File: config.mk
export PLATFORM = sky130hd
export DESIGN_NAME = mem_subblock_sched
export DESIGN_NICKNAME = d
export VERILOG_FILES = /design/src/rtl/mem_subblock_sched.sv
export SDC_FILE = /design/constraint.sdc
export NUM_CORES = 1
export LEC_CHECK = 0
export ABC_AREA = 1
export BUFFER_PORTS_ARGS = -buffer_cell sky130_fd_sc_hd__buf_2
export CAP_MARGIN = 15
export CORE_MARGIN = 2
export CORE_UTILIZATION = 47
export CTS_CLUSTER_SIZE = 20
export DETAILED_ROUTE_END_ITERATION = 16
export PLACE_DENSITY = 0.81
export RECOVER_POWER = 50
export SLEW_MARGIN = 20
export SYNTH_ARGS = -nofsm -noshare
export SYNTH_HDL_FRONTEND = slang
export SYNTH_SLANG_ARGS = --single-unit
File: constraint.sdc
create_clock -name aclk -period 2.23 [get_ports aclk]
set_input_delay 0.223 -clock aclk [delete_from_list [all_inputs] [get_ports aclk]]
set_output_delay 0.223 -clock aclk [all_outputs]
set_load 0.01 [all_outputs]
File: src/rtl/mem_subblock_sched.sv
// Round-robin command scheduler for the memory subblock command port.
// One transaction outstanding at a time, with a WAIT-state watchdog.
module mem_subblock_sched #(
  parameter int NUM_REQ     = 2,
  parameter int ADDR_W      = 32,
  parameter int LEN_W       = 8,
  parameter int TIMEOUT_CYC = 1024
) (
  input  logic                        aclk,
  input  logic                        areset,
  input  logic [NUM_REQ-1:0]          req_valid,
  output logic [NUM_REQ-1:0]          req_ready,
  input  logic [NUM_REQ*ADDR_W-1:0]   req_addr,
  input  logic [NUM_REQ*LEN_W-1:0]    req_len,
  input  logic [NUM_REQ-1:0]          req_we,
  output logic [NUM_REQ-1:0]          req_done,
  output logic [NUM_REQ-1:0]          req_err,
  output logic                        m_cmd_valid,
  input  logic                        m_cmd_ready,
  output logic [ADDR_W-1:0]           m_cmd_addr,
  output logic [LEN_W-1:0]            m_cmd_len,
  output logic                        m_cmd_we,
  input  logic                        m_done,
  output logic                        busy,
  output logic [$clog2(NUM_REQ)-1:0]  gnt_id
);

  localparam int ID_W  = $clog2(NUM_REQ);
  localparam int CNT_W = (TIMEOUT_CYC > 2) ? $clog2(TIMEOUT_CYC) : 1;
  localparam bit WD_EN = (TIMEOUT_CYC != 0);
  localparam logic [CNT_W-1:0] TERM =
    (TIMEOUT_CYC > 0) ? CNT_W'(TIMEOUT_CYC - 1) : '0;
  localparam logic [ID_W-1:0] LAST_ID = ID_W'(NUM_REQ - 1);

  typedef enum logic [1:0] {
    S_IDLE,
    S_CMD,
    S_WAIT
  } state_t;

  state_t            state;
  logic [ID_W-1:0]   rr_ptr;
  logic [CNT_W-1:0]  wd_cnt;

  logic              any_req;
  logic [ID_W-1:0]   win;
  logic [ID_W-1:0]   nxt_ptr;
  logic [ADDR_W-1:0] win_addr;
  logic [LEN_W-1:0]  win_len;
  logic              win_we;

  // Round-robin pick: first valid requester starting at rr_ptr.
  always_comb begin
    int j;
    logic [ID_W-1:0] idx;
    any_req = 1'b0;
    win     = '0;
    j       = 0;
    idx     = '0;
    for (int k = 0; k < NUM_REQ; k++) begin
      j = int'(rr_ptr) + k;
      if (j >= NUM_REQ) j = j - NUM_REQ;
      idx = ID_W'(j);
      if (!any_req && req_valid[idx]) begin
        any_req = 1'b1;
        win     = idx;
      end
    end
  end

  // Winner payload and the pointer value that follows it.
  always_comb begin
    nxt_ptr  = (win == LAST_ID) ? '0 : win + 1'b1;
    win_addr = req_addr[int'(win)*ADDR_W +: ADDR_W];
    win_len  = req_len[int'(win)*LEN_W +: LEN_W];
    win_we   = req_we[win];
  end

  // Ready follows the memory side only for the granted requester.
  always_comb begin
    req_ready = '0;
    if (state == S_CMD) req_ready[gnt_id] = m_cmd_ready;
  end

  // Scheduler FSM with registered command and response outputs.
  always_ff @(posedge aclk or posedge areset) begin
    if (areset) begin
      state       <= S_IDLE;
      rr_ptr      <= '0;
      gnt_id      <= '0;
      wd_cnt      <= '0;
      m_cmd_valid <= 1'b0;
      m_cmd_addr  <= '0;
      m_cmd_len   <= '0;
      m_cmd_we    <= 1'b0;
      req_done    <= '0;
      req_err     <= '0;
      busy        <= 1'b0;
    end else begin
      req_done <= '0;
      req_err  <= '0;
      unique case (state)
        S_IDLE: begin
          if (any_req) begin
            state       <= S_CMD;
            gnt_id      <= win;
            rr_ptr      <= nxt_ptr;
            m_cmd_valid <= 1'b1;
            m_cmd_addr  <= win_addr;
            m_cmd_len   <= win_len;
            m_cmd_we    <= win_we;
            busy        <= 1'b1;
          end
        end
        S_CMD: begin
          if (m_cmd_ready) begin
            state       <= S_WAIT;
            m_cmd_valid <= 1'b0;
            wd_cnt      <= '0;
          end
        end
        S_WAIT: begin
          wd_cnt <= wd_cnt + 1'b1;
          if (m_done) begin
            req_done[gnt_id] <= 1'b1;
            state            <= S_IDLE;
            busy             <= 1'b0;
          end else if (WD_EN && wd_cnt == TERM) begin
            req_err[gnt_id] <= 1'b1;
            state           <= S_IDLE;
            busy            <= 1'b0;
          end
        end
        default: begin
          state <= S_IDLE;
          busy  <= 1'b0;
        end
      endcase
    end
  end

endmodule

### Word level (Yosys, flattened, before mapping)

Cells that the tools add are included.

* bits in registers: 61
* input bits: 88
* output and inout bits: 50
* word-level logic and storage cells: 78

* $add $sub $neg: 5
* magnitude comparators: 7
* equality and inequality tests: 6
* shift-type cells: 2
* mux-type cells: 34
* bitwise operators: 2
* reduce and logical (&&, ||, !) cells: 11

Operator list (number)
* 64-bit by 7-bit indexed part select with 32-bit output: 1
* 2-bit 2-to-1 mux: 10
* 10-bit case mux with 2 select lines: 1
* 1-bit 2-to-1 mux: 18
* 16-bit by 5-bit indexed part select with 8-bit output: 1
* 10-bit by 1-bit adder with 10-bit output (second input constant): 1
* 10-bit equality test (second input constant): 1
* 10-bit 2-to-1 mux: 1
* 3-bit AND reduction: 3
* 1-bit by 2-bit < comparator with 1-bit output (second input constant): 4
* 2-bit case mux with 3 select lines: 1
* 2-bit inequality test (second input constant): 2
* 2-bit AND reduction: 2
* 2-bit nonzero test: 2
* 3-bit inequality test (second input constant): 1
* 1-bit case mux with 3 select lines: 1
* 1-bit by 1-bit adder with 2-bit output (second input constant): 1
* 2-bit AND: 1
* 2-bit by 1-bit equality test with 1-bit output (second input constant): 1
* 2-bit equality test (second input constant): 1
* 1-bit by 2-bit greater-or-equal comparator with 1-bit output (second input constant): 1
* 2-bit greater-or-equal comparator (second input constant): 1
* 1-bit logical AND: 2
* 2-bit zero test: 1
* other kinds (7): 8

### Longest topological paths before layout

Gate-level depths: netlist of the first run.

* word-level depth: 10
* depth in mapped cells: 8
* gate-level depth less buffers: 8

### Least setup slack after synthesis of the first run

OpenSTA, ideal clock, no wires.

* path kind: reg2reg
* start point: register state[0]
* end point: register m_cmd_addr[0]
* library setup time: 0.125 ns
* arrival time: 1.108 ns
* data required time: 2.105 ns
* path slack: 0.997 ns
* stages on the path, launching flop included: 7
* path buffers: 2
* clock period less this slack: 1.233 ns
* cell sequence: dfrtp_1 nor2_4 nand2_1 buf_4 buf_4 nand2_1 nand3_1

* cells in the longest elaborated chain, start to end: 2

Ends and longest elaborated chain
* start, declared: line 41 `state_t state;`
* start signal, assigned: line 88 `state <= S_IDLE;`
* start signal, assigned: line 105 `state <= S_CMD;`
* start signal, assigned: line 117 `state <= S_WAIT;`
* 2-bit zero test: line 102 `unique case (state)`
* 2-bit AND reduction (no line)
* end signal, assigned: line 109 `m_cmd_addr <= win_addr;`
* end, declared: line 20 `output logic [ADDR_W-1:0] m_cmd_addr,`

No other way between the ends.
A chain may end at the register's enable or synchronous reset.

==> impl_metrics.xml, run 1 <==
<?xml version="1.0" encoding="UTF-8"?>
<metrics>
  <group name="timing">
    <metric name="relSlewSlack" unit="">0.122</metric>
    <metric name="postLayoutSetupSlackWorst" unit="ps">537</metric>
    <metric name="report.final.slew_viol_count" unit="">0</metric>
    <metric name="clock_skew" unit="ps">9.72</metric>
    <metric name="worst-slew-pin-transition" unit="ps">1320</metric>
    <metric name="period_needed" unit="ps">1690</metric>
    <metric name="timing.final.setup_violations" unit="">0</metric>
    <metric name="final.hold.worst_slack" unit="ps">99.0</metric>
    <metric name="timing.setup.tns" unit="ps">0</metric>
    <metric name="highest_clock_frequency_the_design_can_meet" unit="MHz">591</metric>
    <metric name="min_period_over_period" unit="">0.759</metric>
    <metric name="hold_viol" unit="">0</metric>
    <metric name="rsz0062_at_grt" unit="">no</metric>
  </group>
  <group name="setup_path">
    <metric name="crit_type" unit="">primary input to async pin</metric>
    <metric name="crit_path_frequent_cell" unit="">buf_2</metric>
    <metric name="slowest_stage" unit="">buf_2</metric>
    <metric name="critical_path.max_fanout" unit="">61</metric>
    <metric name="worst-endpoint-arrival" unit="ps">1910</metric>
    <metric name="critical_path.max_stage_delay" unit="ps">970</metric>
    <metric name="endpoint_kind" unit="">async pin</metric>
    <metric name="crit_path_cell_trace" unit="">dlygate4sd3_1 -&gt; buf_2 -&gt; inv_1 -&gt; buf_2</metric>
    <metric name="data_required_critical_path" unit="ps">2450</metric>
    <metric name="critPathLaunchType" unit="">primary input</metric>
  </group>
  <group name="clock_tree">
    <metric name="h-tree-depth" unit="">3</metric>
    <metric name="number_of_buffers_inserted_during_clock_tree_synthesis" unit="">9</metric>
    <metric name="cts-hold-fix-buffers" unit="">1</metric>
    <metric name="cts_tree" unit="">yes</metric>
    <metric name="ctsRootBufferMaster" unit="">clkbuf_8</metric>
    <metric name="clkSinkCount" unit="">61</metric>
    <metric name="insertion_delay" unit="ps">330</metric>
    <metric name="clkSlewWorstSetupHoldPaths" unit="ps">60</metric>
    <metric name="cts_setup_buffers" unit="">0</metric>
    <metric name="max-clock-path-buffers" unit="">2</metric>
    <metric name="cts.repair.resized" unit="">0</metric>
  </group>
  <group name="logic_synthesis">
    <metric name="synth_seq_area_share" unit="">0.518</metric>
    <metric name="async_flop_share" unit="">1.00</metric>
    <metric name="avgSynthCellArea" unit="sq um">8.41</metric>
    <metric name="ys_ff_latch" unit="">61</metric>
    <metric name="synth_ff_type" unit="">dfrtp_1</metric>
    <metric name="synth_cells" unit="">350</metric>
    <metric name="post_synth_instance_area" unit="sq um">2940</metric>
    <metric name="synth_enable_flop_cells" unit="">0</metric>
    <metric name="syn_nets" unit="">439</metric>
    <metric name="yosys_warnings" unit="">0</metric>
    <metric name="synth_cell_type_count" unit="">24</metric>
  </group>
  <group name="route">
    <metric name="detail_route.iter0.violations" unit="">186</metric>
    <metric name="wl_per_cell" unit="microns">14.6</metric>
    <metric name="route.vias.total" unit="">3072</metric>
    <metric name="vias_per_cell" unit="">5.50</metric>
    <metric name="wl" unit="mm">8.17</metric>
    <metric name="drc_violations" unit="">0</metric>
    <metric name="drtPass1Iterations" unit="">4</metric>
    <metric name="ant_nets" unit="">0</metric>
  </group>
  <group name="layout">
    <metric name="most_used_cells_in_the_layout_excluding_fill_and_tap_cells" unit="">buf_2, nand3_1, nand2_1, dfrtp_1, nand4_1</metric>
    <metric name="layout_commonest_cell" unit="">buf_2</metric>
    <metric name="insertedDiodeCount" unit="">0</metric>
    <metric name="fillers" unit="">506</metric>
    <metric name="finish.utilization" unit="">0.647</metric>
    <metric name="postLayoutCellArea" unit="sq um">3880</metric>
    <metric name="final-instance-count-excl-fill" unit="">559</metric>
    <metric name="drive_above_1_share" unit="">0.295</metric>
    <metric name="area_growth" unit="%">31.7</metric>
    <metric name="nets" unit="">568</metric>
  </group>
  <group name="global_route">
    <metric name="antenna_found_initial" unit="">0</metric>
    <metric name="wire_length_of_the_first_global_routing_pass" unit="mm">13.8</metric>
    <metric name="grtUsageTotal" unit="">0.243</metric>
    <metric name="grt_overflow" unit="">0</metric>
    <metric name="first_global_vias" unit="">3058</metric>
    <metric name="grt_max_degree" unit="">62</metric>
  </group>
  <group name="min_path">
    <metric name="hold_path.class" unit="">primary input to flip-flop</metric>
  </group>
  <group name="job">
    <metric name="maxCapViolations" unit="">0</metric>
  </group>
  <group name="place">
    <metric name="placedInstanceArea" unit="sq um">3670</metric>
    <metric name="buffer_ports.inserted" unit="">137</metric>
    <metric name="place_inst" unit="">542</metric>
    <metric name="preCtsSetupSlack" unit="ps">549</metric>
    <metric name="gp_routability_congestion" unit="">0.894</metric>
    <metric name="place_hpwl" unit="mm">5.44</metric>
  </group>
  <group name="die">
    <metric name="io-pin-count" unit="">138</metric>
    <metric name="die_height" unit="microns">83.1</metric>
    <metric name="floorplan_die_area" unit="sq um">6910</metric>
    <metric name="die_width" unit="microns">83.1</metric>
    <metric name="core.rowCount" unit="">28</metric>
    <metric name="start_util" unit="">0.491</metric>
    <metric name="fp.coreArea" unit="sq um">5990</metric>
  </group>
  <group name="outcome">
    <metric name="outcome" unit="">finished, final reports clean</metric>
  </group>
  <group name="pwr">
    <metric name="vdd_ir_drop_max" unit="mV">0.772</metric>
    <metric name="totalPowerFinal" unit="mW">5.22</metric>
    <metric name="power.static_leakage" unit="nW">1.98</metric>
    <metric name="pwr_density_cell" unit="nW/um^2">1350</metric>
  </group>
</metrics>
[synth_stat cells (2+ instances only)]
library cell   n  share of area
a21oi_1        3         0.0051
buf_2          6          0.010
buf_4          5          0.013
clkbuf_1      15          0.019
dfrtp_1       61           0.52
inv_1         15          0.019
inv_2          3         0.0038
nand2_1       70          0.089
nand3_1       90           0.15
nand4_1       45          0.096
nor2_1        11          0.014
nor2_4         2         0.0076
nor3_1         4         0.0068
nor4_1         2         0.0042
o21ai_0        8          0.014
o21ai_1        2         0.0034
[final timing paths]
kind / from / to / slack [ps] / cells past startpoint
worst max-delay path: areset / req_done[1]$_DFF_PP0_ / 540 / 4
worst min-delay path: m_done / req_err[1]$_DFF_PP0_ / 100 / 2
worst max register to register: rr_ptr$_DFFE_PP0P_ / m_cmd_len[0]$_DFFE_PP0P_ / 540 / 7
worst min register to register: m_cmd_addr[13]$_DFFE_PP0P_ / m_cmd_addr[13]$_DFFE_PP0P_ / 490 / 2
max in group aclk: rr_ptr$_DFFE_PP0P_ / m_cmd_len[0]$_DFFE_PP0P_ / 540 / 7
min in group asynchronous: areset / req_done[0]$_DFF_PP0_ / 900 / 4
[state kept, by name (all words and copies together) (netlist names)]
| register | cells |
|---|---|
| m_cmd_addr | 32 |
| wd_cnt | 10 |
| req_done | 2 |
| m_cmd_valid | 1 |
| state | 2 |
| busy | 1 |
| gnt_id | 1 |
| rr_ptr | 1 |
| m_cmd_len | 8 |
| req_err | 2 |
| m_cmd_we | 1 |
[critical path: cells and delay by family]
family | cells | cell delay (ps)
buf+inv | 4 | 1660
[where the power goes]
group	switching [mW]	total [mW]	internal [mW]
clock network	0.417	1.17	0.750
registers	0.294	1.86	1.57
logic	1.42	2.18	0.762
total	2.13	5.22	3.08
[metal layers]
metal	GRT usage	up-vias	part of all wire
met5	0	-	0
met4	0.128	0	0.019
met3	0.0596	17	0.065
met2	0.386	130	0.46
met1	0.308	1439	0.45
li1	-	1486	-
[layout make-up]
class                           count  area [sq um]  area share
Timing Repair Buffer              144           719       0.186
Sequential cell                    61          1530       0.394
Tap cell                           75          93.8      0.0242
Clock buffer                       13           179      0.0461
Multi-Input combinational cell    244          1220       0.315
Inverter                           19          73.8      0.0190
Clock inverter                      3          65.1      0.0168
[kinds of logic after synthesis]
family	after synthesis	synth area share
AOI/OAI and AO/OA	15	0.0272
xor gates and xnor gates	1	0.00298
adders and majority gates	1	0.00425
buffers and inverters	45	0.0671
DFF	61	0.518
and+or+nand+nor	227	0.380
(Power assumes the default switching activity.)
==> run 2: changes to the inputs <==
- clock period: 2.23 -> 1.6 ns (I/O delays scaled with it)
==> run 2 against run 1 <==
- hold slack lost 55 ps
- global-route usage decreased by 0.11 points
- sequential power is 39% higher
- setup slack got worse by 380 ps
- critical path depth unchanged
- count of clock-buffer cells in the layout shrank 2
- non-clock buffer count is 8 higher
- clock skew grew 2.8 ps
- utilization is 0.84 points higher
- critical path type is now flip-flop to primary output
- largest cell class unchanged
- largest power group unchanged
==> impl_metrics.xml, run 2 (synthesis results as in run 1) <==
<?xml version="1.0" encoding="UTF-8"?>
<metrics>
  <group name="outcome">
    <metric name="outcome" unit="">finished, final reports clean</metric>
  </group>
  <group name="timing">
    <metric name="relSlewSlack" unit="">0.459</metric>
    <metric name="highest_clock_frequency_the_design_can_meet" unit="MHz">693</metric>
    <metric name="period_needed" unit="ps">1440</metric>
    <metric name="timing.setup.tns" unit="ps">0</metric>
    <metric name="report.final.slew_viol_count" unit="">0</metric>
    <metric name="final.hold.worst_slack" unit="ps">44.4</metric>
    <metric name="clock_skew" unit="ps">12.5</metric>
    <metric name="worst-slew-pin-transition" unit="ps">812</metric>
    <metric name="postLayoutSetupSlackWorst" unit="ps">157</metric>
    <metric name="timing.final.setup_violations" unit="">0</metric>
    <metric name="rsz0062_at_grt" unit="">no</metric>
    <metric name="hold_viol" unit="">0</metric>
    <metric name="min_period_over_period" unit="">0.902</metric>
  </group>
  <group name="layout">
    <metric name="largest_register_ffs" unit="">32</metric>
    <metric name="drive_above_1_share" unit="">0.309</metric>
    <metric name="area_growth" unit="%">33.4</metric>
    <metric name="nets" unit="">576</metric>
    <metric name="insertedDiodeCount" unit="">0</metric>
    <metric name="multiInputGateArea" unit="sq um">1210</metric>
    <metric name="postLayoutCellArea" unit="sq um">3930</metric>
    <metric name="fillers" unit="">509</metric>
    <metric name="reg.largest.list" unit="">m_cmd_addr x32, wd_cnt x10, m_cmd_len x8</metric>
    <metric name="register_area" unit="sq um">1530</metric>
    <metric name="layout_commonest_cell" unit="">buf_2</metric>
    <metric name="most_used_cells_in_the_layout_excluding_fill_and_tap_cells" unit="">buf_2, nand3_1, nand2_1, dfrtp_1, nand4_1</metric>
    <metric name="finish.utilization" unit="">0.656</metric>
    <metric name="largest-register" unit="">m_cmd_addr</metric>
  </group>
  <group name="place">
    <metric name="buffer_ports.inserted" unit="">137</metric>
    <metric name="placedInstanceArea" unit="sq um">3730</metric>
    <metric name="gp_routability_congestion" unit="">0.860</metric>
    <metric name="preCtsSetupSlack" unit="ps">202</metric>
    <metric name="place_hpwl" unit="mm">5.87</metric>
  </group>
  <group name="setup_path">
    <metric name="data_required_critical_path" unit="ps">1440</metric>
    <metric name="crit_type" unit="">flip-flop to primary output</metric>
    <metric name="endpoint_kind" unit="">primary output</metric>
    <metric name="worst-endpoint-arrival" unit="ps">1280</metric>
    <metric name="critical_path.max_fanout" unit="">6</metric>
    <metric name="critPathLaunchType" unit="">flip-flop</metric>
  </group>
  <group name="clock_tree">
    <metric name="clkSlewWorstSetupHoldPaths" unit="ps">70</metric>
    <metric name="max-clock-path-buffers" unit="">2</metric>
    <metric name="cts_setup_buffers" unit="">0</metric>
    <metric name="ctsRootBufferMaster" unit="">clkbuf_8</metric>
    <metric name="number_of_buffers_inserted_during_clock_tree_synthesis" unit="">9</metric>
    <metric name="h-tree-depth" unit="">3</metric>
    <metric name="cts_tree" unit="">yes</metric>
    <metric name="clkSinkCount" unit="">61</metric>
    <metric name="insertion_delay" unit="ps">330</metric>
  </group>
  <group name="die">
    <metric name="start_util" unit="">0.491</metric>
    <metric name="core.rowCount" unit="">28</metric>
    <metric name="die_width" unit="microns">83.1</metric>
    <metric name="fp.coreArea" unit="sq um">5990</metric>
    <metric name="floorplan_die_area" unit="sq um">6910</metric>
    <metric name="die_height" unit="microns">83.1</metric>
    <metric name="io-pin-count" unit="">138</metric>
  </group>
  <group name="route">
    <metric name="vias_per_cell" unit="">5.54</metric>
    <metric name="ant_nets" unit="">0</metric>
    <metric name="wl" unit="mm">8.24</metric>
    <metric name="drtPass1Iterations" unit="">5</metric>
    <metric name="route.vias.total" unit="">3143</metric>
    <metric name="wl_per_cell" unit="microns">14.5</metric>
    <metric name="detail_route.iter0.violations" unit="">223</metric>
    <metric name="drc_violations" unit="">0</metric>
  </group>
  <group name="global_route">
    <metric name="wire_length_of_the_first_global_routing_pass" unit="mm">13.5</metric>
    <metric name="first_global_vias" unit="">2866</metric>
    <metric name="grt_overflow" unit="">0</metric>
    <metric name="grt_max_degree" unit="">62</metric>
    <metric name="antenna_found_initial" unit="">0</metric>
    <metric name="grtUsageTotal" unit="">0.242</metric>
  </group>
  <group name="pwr">
    <metric name="vdd_ir_drop_max" unit="mV">1.01</metric>
    <metric name="pwr_density_cell" unit="nW/um^2">1870</metric>
    <metric name="power.static_leakage" unit="nW">2.00</metric>
  </group>
  <group name="job">
    <metric name="maxCapViolations" unit="">0</metric>
  </group>
  <group name="min_path">
    <metric name="hold_path.class" unit="">primary input to flip-flop</metric>
  </group>
</metrics>
-- run 2: repair_timing --
item / 4_1_cts / 5_1_grt
hold endpoints to repair: 61 / 0
hold buffers: 1 / 0
gates resized for setup: 0 / 0
-- run 2: power by group --
group          internal, mW  switching, mW  total (mW)
Clock                 0.962          0.596        1.56
Sequential             2.19          0.400        2.59
Combinational          1.16           2.02        3.18
-- run 2: stage by stage --
| stage | std cells | power (mW) |
|---|---|---|
| after floorplan | 350 | 4.66 |
| after global placement | 550 | 5.77 |
| after detailed placement | 550 | 5.89 |
| after CTS | 567 | 7.47 |
| after global routing | 567 | 7.85 |
| final | 567 | 7.33 |
-- run 2: final timing paths --
kind | slack (ps) | startpoint | cells after the start | to
max | 160 | state[1]$_DFFE_PP0P_ | 4 | req_ready[1]
min | 40 | m_done | 2 | req_err[0]$_DFF_PP0_
max reg2reg | 190 | rr_ptr$_DFFE_PP0P_ | 8 | m_cmd_addr[7]$_DFFE_PP0P_
min reg2reg | 480 | busy$_DFFE_PP0P_ | 2 | busy$_DFFE_PP0P_
max in group asynchronous | 390 | areset | 4 | m_cmd_addr[18]$_DFFE_PP0P_
min in group asynchronous | 660 | areset | 4 | m_cmd_addr[21]$_DFFE_PP0P_
-- run 2: layer usage --
layer,track usage,part of all wire,up-vias
met5,0,0,-
met4,0.112,0.022,0
met3,0.0547,0.086,17
met2,0.371,0.47,169
met1,0.329,0.42,1455
li1,-,-,1502
-- run 2: worst max-delay path, cell delays in order, from the launching register on --
cell and delay (ps):
dfrtp_1 410, inv_2 80, nand3_2 160, nor2_1 150, buf_2 140
-- run 2: area by class of cell --
class / count / share of cell area
repair buffers: 152 / 0.199
clock buffers: 11 / 0.0385
inverters: 19 / 0.0198
well taps: 75 / 0.0239
flip-flops and latches: 61 / 0.389
clock inverters: 5 / 0.0210
multi-input cells: 244 / 0.309
==> run 3: changes to the inputs <==
- CELL_PAD_IN_SITES_DETAIL_PLACEMENT: default -> 1
- CELL_PAD_IN_SITES_GLOBAL_PLACEMENT: default -> 1
- CORE_UTILIZATION: 47 -> 33
- PLACE_DENSITY: 0.81 -> default
- PLACE_DENSITY_LB_ADDON: default -> 0.1
==> run 3 against run 2 <==
- global-route usage shrank 4.0 points
- total power fell by 4.0%
- utilization down 21 points
- sequential share of layout area rose by 0.25 points
- critical endpoint unchanged
- clock skew fell by 3.1 ps
- flip-flop and latch count did not move
- via count about the same
- final area is 0.64% lower
- highest routed layer unchanged
- non-clock buffer count is 1 higher
- critical path type unchanged
- sequential power about the same
- first-iteration DRC count is 61% lower
==> impl_metrics.xml, run 3 (synthesis results as in run 1) <==
<?xml version="1.0" encoding="UTF-8"?>
<metrics>
  <group name="die">
    <metric name="io-pin-count" unit="">138</metric>
    <metric name="start_util" unit="">0.339</metric>
    <metric name="die_width" unit="microns">98.5</metric>
    <metric name="fp.coreArea" unit="sq um">8680</metric>
    <metric name="core.rowCount" unit="">34</metric>
    <metric name="floorplan_die_area" unit="sq um">9690</metric>
    <metric name="die_height" unit="microns">98.5</metric>
  </group>
  <group name="global_route">
    <metric name="antenna_found_initial" unit="">0</metric>
    <metric name="grt_overflow" unit="">0</metric>
    <metric name="first_global_vias" unit="">3237</metric>
    <metric name="wire_length_of_the_first_global_routing_pass" unit="mm">16.0</metric>
    <metric name="grt_max_degree" unit="">62</metric>
    <metric name="grtUsageTotal" unit="">0.203</metric>
  </group>
  <group name="clock_tree">
    <metric name="cts_setup_buffers" unit="">0</metric>
    <metric name="clkSlewWorstSetupHoldPaths" unit="ps">70</metric>
    <metric name="ctsRootBufferMaster" unit="">clkbuf_8</metric>
    <metric name="number_of_buffers_inserted_during_clock_tree_synthesis" unit="">9</metric>
    <metric name="clkSinkCount" unit="">61</metric>
    <metric name="h-tree-depth" unit="">3</metric>
    <metric name="cts_tree" unit="">yes</metric>
    <metric name="insertion_delay" unit="ps">330</metric>
    <metric name="max-clock-path-buffers" unit="">2</metric>
  </group>
  <group name="route">
    <metric name="ant_nets" unit="">0</metric>
    <metric name="wl_per_cell" unit="microns">16.4</metric>
    <metric name="vias_per_cell" unit="">5.26</metric>
    <metric name="drtPass1Iterations" unit="">4</metric>
    <metric name="wl" unit="mm">9.80</metric>
    <metric name="route.vias.total" unit="">3144</metric>
    <metric name="detail_route.iter0.violations" unit="">86</metric>
    <metric name="drc_violations" unit="">0</metric>
  </group>
  <group name="setup_path">
    <metric name="reg2reg_slack" unit="ps">200</metric>
    <metric name="crit_type" unit="">flip-flop to primary output</metric>
    <metric name="worstRegToRegCells" unit="">8</metric>
    <metric name="worst_setup_path_endpoint" unit="">req_ready[1]</metric>
    <metric name="data_required_critical_path" unit="ps">1440</metric>
    <metric name="critPathLaunchType" unit="">flip-flop</metric>
    <metric name="worst_r2r_endpoint" unit="">busy$_DFFE_PP0P_</metric>
    <metric name="worst-endpoint-arrival" unit="ps">1290</metric>
    <metric name="endpoint_kind" unit="">primary output</metric>
    <metric name="critical_path.max_fanout" unit="">6</metric>
    <metric name="startpoint" unit="">state[0]$_DFFE_PP0P_</metric>
    <metric name="reg2reg_from" unit="">wd_cnt[1]$_DFFE_PP0P_</metric>
  </group>
  <group name="timing">
    <metric name="report.final.slew_viol_count" unit="">0</metric>
    <metric name="min_period_over_period" unit="">0.907</metric>
    <metric name="rsz0062_at_grt" unit="">no</metric>
    <metric name="worst-slew-pin-transition" unit="ps">842</metric>
    <metric name="highest_clock_frequency_the_design_can_meet" unit="MHz">689</metric>
    <metric name="relSlewSlack" unit="">0.438</metric>
    <metric name="timing.final.setup_violations" unit="">0</metric>
    <metric name="timing.setup.tns" unit="ps">0</metric>
    <metric name="period_needed" unit="ps">1450</metric>
    <metric name="hold_viol" unit="">0</metric>
    <metric name="clock_skew" unit="ps">9.47</metric>
  </group>
  <group name="min_path">
    <metric name="hold_path.class" unit="">primary input to flip-flop</metric>
  </group>
  <group name="layout">
    <metric name="drive_above_1_share" unit="">0.306</metric>
    <metric name="largest-register" unit="">m_cmd_addr</metric>
    <metric name="largest_register_ffs" unit="">32</metric>
    <metric name="most_used_cells_in_the_layout_excluding_fill_and_tap_cells" unit="">buf_2, nand3_1, nand2_1, dfrtp_1, nand4_1</metric>
    <metric name="area_growth" unit="%">32.6</metric>
    <metric name="layout_commonest_cell" unit="">buf_2</metric>
    <metric name="insertedDiodeCount" unit="">0</metric>
    <metric name="reg.largest.list" unit="">m_cmd_addr x32, wd_cnt x10, m_cmd_len x8</metric>
    <metric name="nets" unit="">577</metric>
    <metric name="register_area" unit="sq um">1530</metric>
    <metric name="fillers" unit="">1100</metric>
    <metric name="multiInputGateArea" unit="sq um">1220</metric>
  </group>
  <group name="pwr">
    <metric name="vdd_ir_drop_max" unit="mV">0.733</metric>
    <metric name="power.static_leakage" unit="nW">1.98</metric>
    <metric name="totalPowerFinal" unit="mW">7.03</metric>
    <metric name="pwr_density_cell" unit="nW/um^2">1800</metric>
  </group>
  <group name="outcome">
    <metric name="outcome" unit="">finished, final reports clean</metric>
  </group>
  <group name="place">
    <metric name="buffer_ports.inserted" unit="">137</metric>
    <metric name="place_hpwl" unit="mm">6.77</metric>
    <metric name="gp_routability_congestion" unit="">0.799</metric>
  </group>
  <group name="job">
    <metric name="maxCapViolations" unit="">0</metric>
  </group>
</metrics>
[run 3: cell types whose count changed in the layout (fill, tap and decap cells not counted), sizes merged]
cell | before | now
buf | 126 | 125
bufinv | 2 | 0
clkbuf | 36 | 37
clkinv | 0 | 3
clkinvlp | 4 | 1
[run 3: area by class of cell]
| class | instances | area share |
|---|---|---|
| Inverter | 19 | 0.0199 |
| Timing Repair Buffer | 153 | 0.202 |
| Clock inverter | 3 | 0.00385 |
| Clock buffer | 10 | 0.0353 |
| Multi-Input combinational cell | 244 | 0.313 |
| Tap cell | 108 | 0.0346 |
| Sequential cell | 61 | 0.391 |
[run 3: metal layers]
| layer | part of all wire | up-vias | track usage |
|---|---|---|---|
| met2 | 0.48 | 97 | 0.342 |
| met1 | 0.45 | 1537 | 0.266 |
| li1 | - | 1498 | - |
| met3 | 0.057 | 12 | 0.0397 |
| met4 | 0.011 | 0 | 0.0580 |
| met5 | 0 | - | 0 |
[run 3: through the flow]
stage	setup WS, ps	hold slack (ps)	std cells	area [sq um]	util
floorplan	367	233	350	2950	-
global placement	265	281	584	3780	0.436
detailed placement	173	288	584	3780	0.436
CTS	112	48.7	598	3950	0.455
global route	27.8	61.2	598	3900	0.450
finish	149	62.8	598	3900	0.450
[run 3: worst min-delay path by stage]
stage | startpoint | endpoint | slack (ps) | cells past startpoint
after floorplan | m_done | req_err[0]$_DFF_PP0_ | 230 | 1
after global placement | areset | req_err[1]$_DFF_PP0_ | 280 | 3
after detailed placement | areset | m_cmd_addr[24]$_DFFE_PP0P_ | 290 | 3
after CTS | m_done | req_err[0]$_DFF_PP0_ | 50 | 2
after global routing | req_addr[16] | m_cmd_addr[16]$_DFFE_PP0P_ | 60 | 3
final | m_done | req_err[0]$_DFF_PP0_ | 60 | 2
[run 3: worst max-delay path: stages (launching register included)]
cell and delay [ps]:
dfrtp_1 480, nand3_2 210, nor2_1 140, buf_2 140
[run 3: where the power goes]
| group | leakage (nW) | switching (mW) | internal, mW |
|---|---|---|---|
| Sequential | 0.765 | 0.402 | 2.19 |
| Clock | 0.0836 | 0.576 | 0.570 |
| Combinational | 1.13 | 2.11 | 1.19 |
[run 3: what timing repair did]
| item | in CTS | in global routing |
|---|---|---|
| resized for setup | 0 | 0 |
| hold buffers | 1 | 0 |
| endpoints found under the hold margin | 61 | 0 |
